$ cat src/rtl/fifo_gauge_pkg.sv
// rtl/fifo_gauge_pkg.sv - shared types and saturating-sum helper for the gauge collector
package fifo_gauge_pkg;

  parameter int DEFAULT_COUNT_WIDTH = 32;
  localparam int SUM_MAX_WIDTH = 64;

  typedef logic [DEFAULT_COUNT_WIDTH-1:0] count_t;

  typedef enum logic {
    IDLE,
    EMIT
  } collector_state_e;

  // Clamp a widened sum to the largest value representable in `width` bits.
  function automatic logic [SUM_MAX_WIDTH-1:0] sat_sum(
    input logic [SUM_MAX_WIDTH-1:0] sum,
    input int                       width
  );
    logic [SUM_MAX_WIDTH-1:0] limit;
    limit = (SUM_MAX_WIDTH'(1) << width) - SUM_MAX_WIDTH'(1);
    return (sum > limit) ? limit : sum;
  endfunction

endpackage

$ cat src/rtl/fifo_gauge_collector_sum.sv
// rtl/fifo_gauge_collector_sum.sv - combinational N-input widened adder saturating to COUNT_WIDTH
module gauge_sum_sat
  import fifo_gauge_pkg::*;
#(
  parameter int N           = 4,
  parameter int COUNT_WIDTH = 32
) (
  input  logic [N*COUNT_WIDTH-1:0] count,
  output logic [COUNT_WIDTH-1:0]   sum
);

  localparam int SUM_WIDTH = COUNT_WIDTH + $clog2(N) + 1;

  logic [SUM_WIDTH-1:0] acc;

  always_comb begin
    acc = '0;
    for (int i = 0; i < N; i++) begin
      acc = acc + SUM_WIDTH'(count[i*COUNT_WIDTH +: COUNT_WIDTH]);
    end
    sum = COUNT_WIDTH'(sat_sum(SUM_MAX_WIDTH'(acc), COUNT_WIDTH));
  end

endmodule

$ cat src/rtl/fifo_gauge_collector.sv
// rtl/fifo_gauge_collector.sv - snapshots gauge maxima, streams them out, tracks peak aggregate occupancy
module fifo_gauge_collector
  import fifo_gauge_pkg::*;
#(
  parameter int N           = 4,
  parameter int COUNT_WIDTH = 32,
  parameter int IDX_WIDTH   = (N > 1) ? $clog2(N) : 1
) (
  input  logic                           clk,
  input  logic                           rst,
  input  logic [N*COUNT_WIDTH-1:0]       count,
  input  logic [N*COUNT_WIDTH-1:0]       maxcount,
  input  logic                           start,
  output logic                           busy,
  output logic [IDX_WIDTH+COUNT_WIDTH-1:0] odat,
  output logic                           ovld,
  input  logic                           ordy,
  output logic                           olast,
  output logic [COUNT_WIDTH-1:0]         total,
  output logic [COUNT_WIDTH-1:0]         maxtotal
);

  localparam logic [IDX_WIDTH-1:0] LAST_IDX = IDX_WIDTH'(N - 1);

  logic [COUNT_WIDTH-1:0] sum_sat;

  gauge_sum_sat #(
    .N           (N),
    .COUNT_WIDTH (COUNT_WIDTH)
  ) u_sum (
    .count (count),
    .sum   (sum_sat)
  );

  // Aggregate path runs regardless of readout state.
  always_ff @(posedge clk) begin
    if (rst) begin
      total    <= '0;
      maxtotal <= '0;
    end else begin
      total <= sum_sat;
      if (total > maxtotal) maxtotal <= total;
    end
  end

  collector_state_e       state;
  logic [IDX_WIDTH-1:0]   idx;
  logic [IDX_WIDTH-1:0]   next_idx;
  logic [COUNT_WIDTH-1:0] snap [N];

  assign next_idx = idx + IDX_WIDTH'(1);

  always_ff @(posedge clk) begin
    if (rst) begin
      state <= IDLE;
      idx   <= '0;
      busy  <= 1'b0;
      ovld  <= 1'b0;
      olast <= 1'b0;
      odat  <= '0;
      for (int i = 0; i < N; i++) snap[i] <= '0;
    end else begin
      case (state)
        IDLE: begin
          ovld <= 1'b0;
          if (start) begin
            for (int i = 0; i < N; i++) snap[i] <= maxcount[i*COUNT_WIDTH +: COUNT_WIDTH];
            idx   <= '0;
            busy  <= 1'b1;
            ovld  <= 1'b1;
            olast <= (N == 1);
            odat  <= {IDX_WIDTH'(0), maxcount[COUNT_WIDTH-1:0]};
            state <= EMIT;
          end
        end
        EMIT: begin
          // ovld is always high in EMIT, so ordy alone marks an accepted word.
          if (ordy) begin
            if (idx == LAST_IDX) begin
              ovld  <= 1'b0;
              busy  <= 1'b0;
              olast <= 1'b0;
              state <= IDLE;
            end else begin
              idx   <= next_idx;
              odat  <= {next_idx, snap[next_idx]};
              olast <= (next_idx == LAST_IDX);
            end
          end
        end
        default: state <= IDLE;
      endcase
    end
  end

endmodule

$ cat config.mk
export PLATFORM = sky130hd
export DESIGN_NAME = fifo_gauge_collector
export DESIGN_NICKNAME = d
export VERILOG_FILES = /design/src/rtl/fifo_gauge_pkg.sv /design/src/rtl/fifo_gauge_collector_sum.sv /design/src/rtl/fifo_gauge_collector.sv
export SDC_FILE = /design/constraint.sdc
export NUM_CORES = 1
export LEC_CHECK = 0
export BUFFER_PORTS_ARGS = -buffer_cell sky130_fd_sc_hd__buf_2
export CAP_MARGIN = 20
export CORE_ASPECT_RATIO = 1.5
export CORE_MARGIN = 2
export CORE_UTILIZATION = 30
export DETAILED_ROUTE_END_ITERATION = 10
export PLACE_DENSITY_LB_ADDON = 0.05
export SLEW_MARGIN = 20
export SYNTH_ARGS = -nofsm -noshare
export SYNTH_HDL_FRONTEND = slang
export SYNTH_SLANG_ARGS = --single-unit
$ cat constraint.sdc
create_clock -name clk -period 8.6 [get_ports clk]
set_input_delay 0.86 -clock clk [delete_from_list [all_inputs] [get_ports clk]]
set_output_delay 0.86 -clock clk [all_outputs]
set_load 0.03 [all_outputs]
==> results of run 1 <==
-- state kept, by name (all words and copies together) (netlist names) --
| register | count |
|---|---|
| busy | 1 |
| maxtotal | 32 |
| odat | 34 |
| olast | 1 |
| ovld | 1 |
| snap | 128 |
| state | 1 |
| total | 32 |
-- layout make-up --
| cell class | instances | area, um2 | share of cell area [%] |
|---|---|---|---|
| tap | 600 | 751 | 4.24 |
| clock inverter | 12 | 85.1 | 0.481 |
| clock buffer | 36 | 709 | 4.01 |
| antenna | 2 | 5.00 | 0.0283 |
| timing repair buffer | 367 | 1860 | 10.5 |
| sequential | 230 | 5890 | 33.3 |
| inverter | 172 | 646 | 3.65 |
| multi-input combinational | 946 | 7750 | 43.8 |
-- tightest hold or removal path: stages, from the launching register on --
cell and delay, ps:
dfxtp_1 310, nand2_1 50, a21oi_1 50
-- routing by layer --
layer / part of all wire [%] / GRT usage (%)
met3: 6.0 / 3.78
met4: 1.5 / 3.24
met2: 55 / 32.3
met1: 37 / 17.6
met5: 0.23 / 0
-- cells in the final DEF, fill, tap and decap left out, drive strengths merged, types with 6 or more instances in the layout --
cell type and n:
o21ai 37, edfxtp 128, mux2i 64, o211ai 7
xnor2 30, clkbuf 36, fa 34, and3 6
a31oi 11, nand2b 75, a21o 32, clkinv 9
dfxtp 102, nor3 9, a211oi 44, and2 130
mux4 32, nand3 14, xor2 26, buf 367
a21oi 104, nand4 11, nor2b 9, nor2 76
ha 98, inv 173, o21bai 8, nand2 32
o21a 6
-- cell families after synthesis --
group / Yosys count / share of synthesized area, %
adder cells (fa/ha/maj): 132 / 13.1
AND/OR/NAND/NOR: 380 / 14.5
flip-flops: 230 / 40.6
multiplexers: 97 / 9.46
XOR/XNOR: 56 / 3.38
AO/OA/AOI/OAI: 281 / 12.7
buffers and inverters: 234 / 6.27
-- per-stage QoR --
stage          total power, mW  cells  hold slack (ps)  setup WS (ps)
2_1_floorplan             3.05   1410              580           3160
3_3_place_gp              3.72   2315              451           1930
3_5_place_dp              3.71   2315              447           1870
4_1_cts                   4.82   2363              456           2440
5_1_grt                   5.09   2363              504           1960
6_report                  4.71   2365              455           2470
-- power groups by stage --
stage / clock (mW) / combinational (mW) / sequential, mW
after global placement: 0 / 2.18 / 1.53
after global routing: 1.15 / 2.40 / 1.53
after detailed placement: 0 / 2.18 / 1.53
after CTS: 1.11 / 2.19 / 1.51
final: 1.07 / 2.14 / 1.50
after floorplan: 0 / 1.29 / 1.76
-- path summary, 6_finish.rpt --
kind	startpoint	end	slack, ps
max	count[0]	total[3]$_SDFF_PP0_	2470
min	busy$_SDFFE_PP0P_	busy$_SDFFE_PP0P_	460
max reg2reg	odat[32]$_SDFFE_PP0P_	odat[15]$_SDFFE_PP0P_	5510
min reg2reg	busy$_SDFFE_PP0P_	busy$_SDFFE_PP0P_	460
==> out/metrics.csv, run 1 <==
stage,metric,value,unit
worst_setup_path,CP arrival,6510,ps
sta,fmax,0.163,GHz
global_route,Congestion Overflow GR,0,
global_route,pin count of the biggest net entering global routing,101,
floorplan,Die X-Extent,184,um
floorplan,I/O Pins,361,
worst_setup_path,Buf/Inv on CP,3,
place,IO buf count,360,
floorplan,core area,47700,um2
synth,syn nets,1802,
place,dpl hpwl,31.6,mm
layout,Final Cell Area,17700,um2
synth,Avg Inst Size Synth,10.3,um2
cts,worst-skew pair later-pin latency,550,ps
worst_setup_path,CP Capture Type,register,
cts,Clock Tree Root,clkbuf_16,
power_and_ir_drop,maximum VDD drop,0.171,mV
synth,"FF+latch count, synth",230,
worst_setup_path,Startpoint Class,input pin,
synth,"top cells by count, synth","inv_1 (172), and2_1 (130), edfxtp_1 (128)",
synth,ys async rst share,0,%
power_and_ir_drop,Gate power share,45.4,%
cts,Clock Sinks,230,
worst_setup_path,Critical Path Slowest Stage Cell,a22oi_4,
power_and_ir_drop,leakage,8.16,nW
sta,Worst-Margin Slew,996,ps
status,status,finished clean,
floorplan,die area,50200,um2
global_route,Total GRT Usage,16.4,%
cts,Longest Clk Path Bufs,3,
synth,largest cells by area after synthesis,"edfxtp_1 (26%), dfxtp_1 (14%), ha_1 (8.5%)",
place,DP Area,16900,um2
worst_setup_path,total number of cells along the worst setup path,22,
global_route,vias in the first global route,11800,
global_route,antenna violations before repair,9,
power_and_ir_drop,P_sw,1.93,mW
cts,Clock transition at path regs,60,ps
sta,final slew viol count,0,
synth,post-synth top area cell,edfxtp_1,
sta,Setup Skew,16.5,ps
cts,post-CTS resize count,0,
cts,H-tree depth,1,
floorplan,initial core utilization,30.4,%
run,max cap viols,0,
global_route,first-pass GRT wire length,64.6,mm
sta,Slew HR,33.6,%
layout,Area Overhead vs Synth,22.0,%
power_and_ir_drop,sequential power share,31.9,%
route,Total Wirelength,41.5,mm
synth,post-synthesis sequential area ratio,40.6,%
worst_setup_path,CP Max Fanout,32,
worst_setup_path,worst-path cell chain,buf_2 > ha_1 > inv_1 > fa_1 > nand2b_1 > a211oi_1 > o41ai_2 > o21ai_1 > a32oi_1 > o21ai_0 > a31oi_1 > xor2_1 > fa_1 > inv_1 > ha_1 > a21o_1 > a21oi_1 > a21oi_1 > o21ai_0 > nand4b_1 > a22oi_4 > a21oi_1,
sta,RSZ-0062 raised after global routing,no,
worst_setup_path,"slowest stage delay, CP",720,ps
worst_hold_path,Worst Hold Depth,2,
synth,distinct cell type count of the synthesized netlist,67,
synth,Syn Inst Count,1410,
synth,"EDFF count, synth",128,
cts,TritonCTS Buffers,26,
floorplan,Std-Cell Rows,98,
route,ANT nets after route,0,
cts,# Post-CTS Setup Buffers,0,
synth,Mapped Area,14500,um2
sta,final worst-path cycle share,71.3,%
cts,CTS Hold Buffers Added,0,
worst_hold_path,HP Class,reg -> reg,
route,WL/cell,17.5,um
sta,min Tclk post-route,6130,ps
route,drt pass-1 iters,4,
synth,top-area cell type share of the netlist area,26.5,%
synth,synth warn,0,
layout,fin util,37.1,%
sta,Final Setup Violations,0,
route,Vias/cell,4.75,
layout,layout cell share with drive strength beyond 1,25.9,%
worst_setup_path,Top delay family on crit path,compound AO/OA/AOI/OAI gates,
power_and_ir_drop,Clock Power Share,22.6,%
layout,Layout Nets,2135,
power_and_ir_drop,PD cells,266,nW/um2
layout,fill cell count,4953,
worst_setup_path,Setup Crit Path Kind,in -> reg,
power_and_ir_drop,Sw Share,40.9,%
worst_setup_path,worst path required time,8980,ps
route,# DRC,0,
place,gpl congestion,0.845,
sta,setup TNS,0,ps
cts,CTS tree,done,
power_and_ir_drop,Int Pwr,2.78,mW
worst_setup_path,cell repeated most along the worst path,a21oi_1,
synth,"count leader, synth",inv_1,
floorplan,die span in y,273,um
synth,most common flop cell mapped by yosys,edfxtp_1,
route,routed vias,11200,
worst_setup_path,Worst Reg-to-Reg Cells,6,
sta,"Hold Vio Cnt, Final",0,
route,Iter 0 DRT Violations,380,
(Power assumes the default switching activity.)
==> inputs of run 2 (changes only) <==
- clock period: 8.6 -> 5.2 ns (I/O delays scaled with it)
==> out/metrics.csv, run 2 (same netlist as run 1, synthesis figures left out) <==
stage,metric,value,unit
floorplan,die span in y,273,um
floorplan,Std-Cell Rows,98,
route,# DRC,0,
worst_setup_path,"slowest stage delay, CP",490,ps
cts,CTS Hold Buffers Added,0,
sta,hold_ws,268,ps
worst_setup_path,Buf/Inv on CP,8,
cts,H-tree depth,1,
layout,fill cell count,4903,
power_and_ir_drop,Clock Power Share,20.4,%
worst_setup_path,Setup Crit Path Kind,in -> reg,
power_and_ir_drop,Gate power share,49.1,%
layout,fin util,39.1,%
status,status,finished clean,
cts,Longest Clk Path Bufs,3,
sta,min Tclk post-route,4980,ps
floorplan,initial core utilization,30.4,%
layout,multi-input logic area,7820,um2
worst_setup_path,Top delay family on crit path,compound AO/OA/AOI/OAI gates,
route,Vias/cell,4.68,
sta,worst setup margin,223,ps
sta,final slew viol count,0,
place,dpl cells,2428,
worst_setup_path,Startpoint Class,input pin,
cts,Clock transition at path regs,60,ps
power_and_ir_drop,Sw Share,40.7,%
layout,Final Cell Area,18600,um2
place,Place WS,-606,ps
route,WL/cell,17.5,um
floorplan,Die X-Extent,184,um
layout,"most common cell after layout, fill and taps aside",buf_2,
sta,final worst-path cycle share,95.7,%
sta,Setup Skew,9.72,ps
route,routed vias,11600,
layout,"commonest cells after routing, fill and taps aside","buf_2 (359), inv_1 (172), and2_1 (130)",
sta,Worst-Margin Slew,1050,ps
cts,CTS tree,done,
route,ANT nets after route,0,
layout,Area Overhead vs Synth,28.4,%
power_and_ir_drop,Total Power,8.18,mW
layout,layout cell share with drive strength beyond 1,31.3,%
worst_setup_path,Critical Path Slowest Stage Cell,fa_1,
power_and_ir_drop,Int Pwr,4.85,mW
route,drt pass-1 iters,4,
power_and_ir_drop,maximum VDD drop,0.292,mV
floorplan,I/O Pins,361,
power_and_ir_drop,PD cells,439,nW/um2
sta,setup TNS,0,ps
place,dpl hpwl,32.9,mm
place,gpl congestion,0.832,
place,IO buf count,360,
global_route,Total GRT Usage,16.8,%
worst_setup_path,CP arrival,5330,ps
global_route,vias in the first global route,12200,
worst_setup_path,cell repeated most along the worst path,buf_4,
cts,Clock Tree Root,clkbuf_16,
layout,max reg flops,128,
worst_hold_path,HP Class,in -> reg,
cts,worst-skew pair later-pin latency,530,ps
route,Total Wirelength,43.3,mm
global_route,Congestion Overflow GR,0,
global_route,pin count of the biggest net entering global routing,109,
place,DP Area,17800,um2
power_and_ir_drop,leakage,8.72,nW
layout,largest reg by FF count,snap,
power_and_ir_drop,sequential power share,30.4,%
global_route,antenna violations before repair,6,
floorplan,die area,50200,um2
global_route,first-pass GRT wire length,66.1,mm
layout,biggest regs,"snap: 128 flops, odat: 34 flops",
sta,"Hold Vio Cnt, Final",0,
layout,Layout Nets,2250,
layout,Post-Layout Cell Count,2479,
cts,Clock Sinks,230,
power_and_ir_drop,P_sw,3.33,mW
floorplan,core area,47700,um2
cts,TritonCTS Buffers,25,
sta,Final Setup Violations,0,
sta,Slew HR,30.0,%
worst_setup_path,worst path required time,5560,ps
sta,fmax,0.201,GHz
run,max cap viols,0,
worst_setup_path,CP Max Fanout,16,
route,Iter 0 DRT Violations,364,
worst_setup_path,CP Capture Type,register,
layout,Register Area,5890,um2
-- run 2: metal layers --
layer | GRT usage [%] | vias to the layer above | wire length (um)
li1 | - | 5811 | -
met1 | 18.0 | 5481 | 16300
met2 | 32.8 | 246 | 23700
met3 | 3.77 | 45 | 2520
met4 | 3.92 | 8 | 724
met5 | 0 | - | 55
-- run 2: worst register-to-register path: stages (launching register included) --
cell	delay [ps]
dfxtp_1	360
inv_1	50
ha_1	310
nand3_1	120
nor3_1	650
nand2b_1	200
a31oi_1	120
a41oi_4	210
buf_4	550
mux2i_1	270
-- run 2: path summary, 6_finish.rpt --
path	from	end	slack [ps]	depth (start not counted)
worst min-delay path	maxcount[114]	snap[3][18]$_SDFFCE_PN0P_	270	2
worst min register to register	busy$_SDFFE_PP0P_	busy$_SDFFE_PP0P_	470	2
worst max register to register	maxtotal[23]$_SDFFE_PP0N_	maxtotal[2]$_SDFFE_PP0N_	2280	9
worst max-delay path	count[0]	total[26]$_SDFF_PP0_	220	27
-- run 2: power groups by stage --
stage	registers, mW	logic (mW)	clock network, mW
final	2.49	4.02	1.67
after global routing	2.54	4.43	1.80
after CTS	2.50	3.99	1.74
after detailed placement	2.54	3.96	0
after global placement	2.53	3.96	0
after floorplan	2.91	2.13	0
-- run 2: area by class of cell --
type,count,share of cell area [%]
repair buffers,483,14.9
flip-flops and latches,230,31.6
inverters,172,3.46
clock inverters,14,0.416
clock buffers,31,3.59
well taps,600,4.03
multi-input cells,946,42.0
diodes,3,0.0403
-- run 2: what timing repair did --
action,4_1_cts,5_1_grt
endpoints found under the setup margin,32,32
pin swaps,0,8
gates cloned,0,2
resized for setup,1,22
setup buffers,0,1
==> inputs of run 3 (changes only) <==
- CTS_BUF_LIST: unset -> sky130_fd_sc_hd__clkbuf_4 sky130_fd_sc_hd__clkbuf_8
- CTS_CLUSTER_SIZE: unset -> 12
- clock period: 5.2 -> 5.85 ns (I/O delays scaled with it)
==> out/metrics.csv, run 3 (same netlist as run 1, synthesis figures left out) <==
stage,metric,value,unit
status,status,finished clean,
layout,layout cell share with drive strength beyond 1,29.1,%
layout,Final Cell Area,18100,um2
cts,H-tree depth,2,
worst_setup_path,Setup Crit Path Kind,in -> reg,
layout,max reg flops,128,
worst_setup_path,CP Max Fanout,32,
sta,Final Setup Violations,0,
route,Total Wirelength,42.2,mm
route,drt pass-1 iters,4,
worst_setup_path,worst-path cell chain,buf_2 > ha_1 > nand3_1 > nor3_2 > o31ai_1 > buf_4 > a2111oi_1 > o21ai_0 > a21oi_1 > nor4_1 > a311oi_1 > fa_1 > inv_1 > ha_1 > a21o_1 > a21o_1 > a21oi_1 > a21oi_1 > o21ai_0 > nand4b_1 > a22oi_4 > buf_12 > a21oi_1,
sta,Slew HR,33.4,%
cts,CTS Hold Buffers Added,0,
power_and_ir_drop,leakage,8.44,nW
worst_setup_path,CP arrival,5620,ps
worst_hold_path,Worst Hold Depth,2,
place,dpl hpwl,32.5,mm
run,max cap viols,0,
worst_setup_path,Buf/Inv on CP,4,
place,gpl congestion,0.837,
cts,Clock Tree Root,clkbuf_8,
worst_setup_path,Startpoint Class,input pin,
worst_setup_path,Top delay family on crit path,compound AO/OA/AOI/OAI gates,
sta,min Tclk post-route,5240,ps
floorplan,Std-Cell Rows,98,
cts,TritonCTS Buffers,40,
global_route,Total GRT Usage,16.9,%
cts,CTS tree,done,
worst_setup_path,worst path required time,6230,ps
sta,"Hold Vio Cnt, Final",0,
layout,Area Overhead vs Synth,24.8,%
worst_setup_path,RR Endpoint,maxtotal[20]$_SDFFE_PP0N_,
layout,largest reg by FF count,snap,
sta,hold_ws,285,ps
layout,fin util,38.0,%
layout,"most common cell after layout, fill and taps aside",buf_2,
layout,biggest regs,"snap: 128 flops, odat: 34 flops",
global_route,GRT Max-Usage Layer,met2,
worst_setup_path,Critical Path Slowest Stage Cell,a2111oi_1,
place,IO buf count,360,
sta,final slew viol count,0,
worst_setup_path,total number of cells along the worst setup path,23,
route,WL/cell,17.4,um
worst_setup_path,RR Startpoint,maxtotal[17]$_SDFFE_PP0N_,
floorplan,die span in y,273,um
power_and_ir_drop,PD cells,396,nW/um2
global_route,met3 GRT Util,3.99,%
worst_setup_path,cell repeated most along the worst path,a21oi_1,
route,ANT nets after route,0,
global_route,pin count of the biggest net entering global routing,129,
worst_setup_path,Worst Reg-to-Reg Cells,11,
worst_setup_path,critical path launch point,count[4],
worst_setup_path,internal reg-to-reg setup slack,2980,ps
floorplan,Die X-Extent,184,um
sta,fmax,0.191,GHz
global_route,vias in the first global route,12400,
power_and_ir_drop,Total Power,7.17,mW
cts,Longest Clk Path Bufs,3,
layout,Layout Nets,2184,
global_route,Congestion Overflow GR,0,
global_route,grt met1 use,18.1,%
sta,Setup Skew,34.4,ps
cts,# Post-CTS Setup Buffers,0,
floorplan,initial core utilization,30.4,%
cts,Clock transition at path regs,70,ps
floorplan,I/O Pins,361,
route,Vias/cell,4.67,
cts,worst-skew pair later-pin latency,570,ps
worst_setup_path,CP Capture Type,register,
layout,"commonest cells after routing, fill and taps aside","buf_2 (359), inv_1 (172), and2_1 (130)",
sta,Worst-Margin Slew,999,ps
floorplan,die area,50200,um2
route,routed vias,11300,
global_route,first-pass GRT wire length,66.7,mm
route,Iter 0 DRT Violations,419,
global_route,antenna violations before repair,9,
worst_setup_path,"slowest stage delay, CP",640,ps
power_and_ir_drop,maximum VDD drop,0.220,mV
cts,Clock Sinks,230,
sta,final worst-path cycle share,89.6,%
route,# DRC,0,
layout,fill cell count,4947,
sta,RSZ-0062 raised after global routing,no,
global_route,routing usage on met2,32.6,%
cts,post-CTS resize count,0,
worst_hold_path,HP Class,in -> reg,
worst_setup_path,Worst setup endpoint,total[29]$_SDFF_PP0_,
place,DP Area,17200,um2
floorplan,core area,47700,um2
[run 3: changes by cell type in the layout (fill, tap and decap cells not counted), moves of 4 or more]
cell | previous run | this run
clkinvlp_4 | 4 | 0
buf_4 | 120 | 41
clkbuf_8 | 2 | 49
o21ai_0 | 28 | 34
clkbuf_4 | 0 | 15
clkbuf_1 | 4 | 0
clkbuf_16 | 26 | 0
o21ai_1 | 8 | 2
clkinv_1 | 5 | 0
[run 3: through the flow]
| step | TNS [ps] | worst slack (ps) | cells |
|---|---|---|---|
| CTS | 0 | 518 | 2423 |
| global placement | -208 | -12.4 | 2350 |
| floorplan | 0 | 683 | 1410 |
| detailed placement | -1260 | -74.6 | 2350 |
| global route | 0 | 204 | 2426 |
| finish | 0 | 610 | 2429 |
[run 3: area by class of cell]
cell class,count,area (um2),share of cell area (%)
Antenna cell,6,15.0,0.0829
Clock buffer,64,787,4.35
Clock inverter,9,135,0.746
Inverter,172,646,3.57
Multi-Input combinational cell,946,7750,42.8
Sequential cell,230,5890,32.5
Tap cell,600,751,4.15
Timing Repair Buffer,402,2140,11.8
[run 3: how the worst min path moves through the flow]
stage	startpoint	to
5_1_grt	maxcount[123]	snap[3][27]$_SDFFCE_PN0P_
3_3_place_gp	busy$_SDFFE_PP0P_	busy$_SDFFE_PP0P_
6_report	maxcount[63]	snap[1][31]$_SDFFCE_PN0P_
2_1_floorplan	busy$_SDFFE_PP0P_	busy$_SDFFE_PP0P_
3_5_place_dp	busy$_SDFFE_PP0P_	busy$_SDFFE_PP0P_
4_1_cts	maxcount[63]	snap[1][31]$_SDFFCE_PN0P_
[run 3: where the power goes]
group | internal, mW | leakage (nW) | switching [mW] | total, mW
Clock | 0.991 | 0.491 | 0.697 | 1.69
Sequential | 1.99 | 2.23 | 0.228 | 2.22
Combinational | 1.30 | 5.71 | 1.96 | 3.27
Total | 4.29 | 8.44 | 2.89 | 7.17
[run 3: routing by layer]
metal  part of all wire [%]  wire, um
met5                   0.19        80
met4                    2.7      1150
met3                    5.9      2500
met2                     54     22800
met1                     37     15700
[run 3: worst reg2reg max path, delay by kind of cell (launching register included)]
family                   cells  cell delay, ps
AO/OA/AOI/OAI                7            1240
adder cells (fa/ha/maj)      1             300
buffers and inverters        2             590
flip-flops                   1             390
multiplexers                 1             270
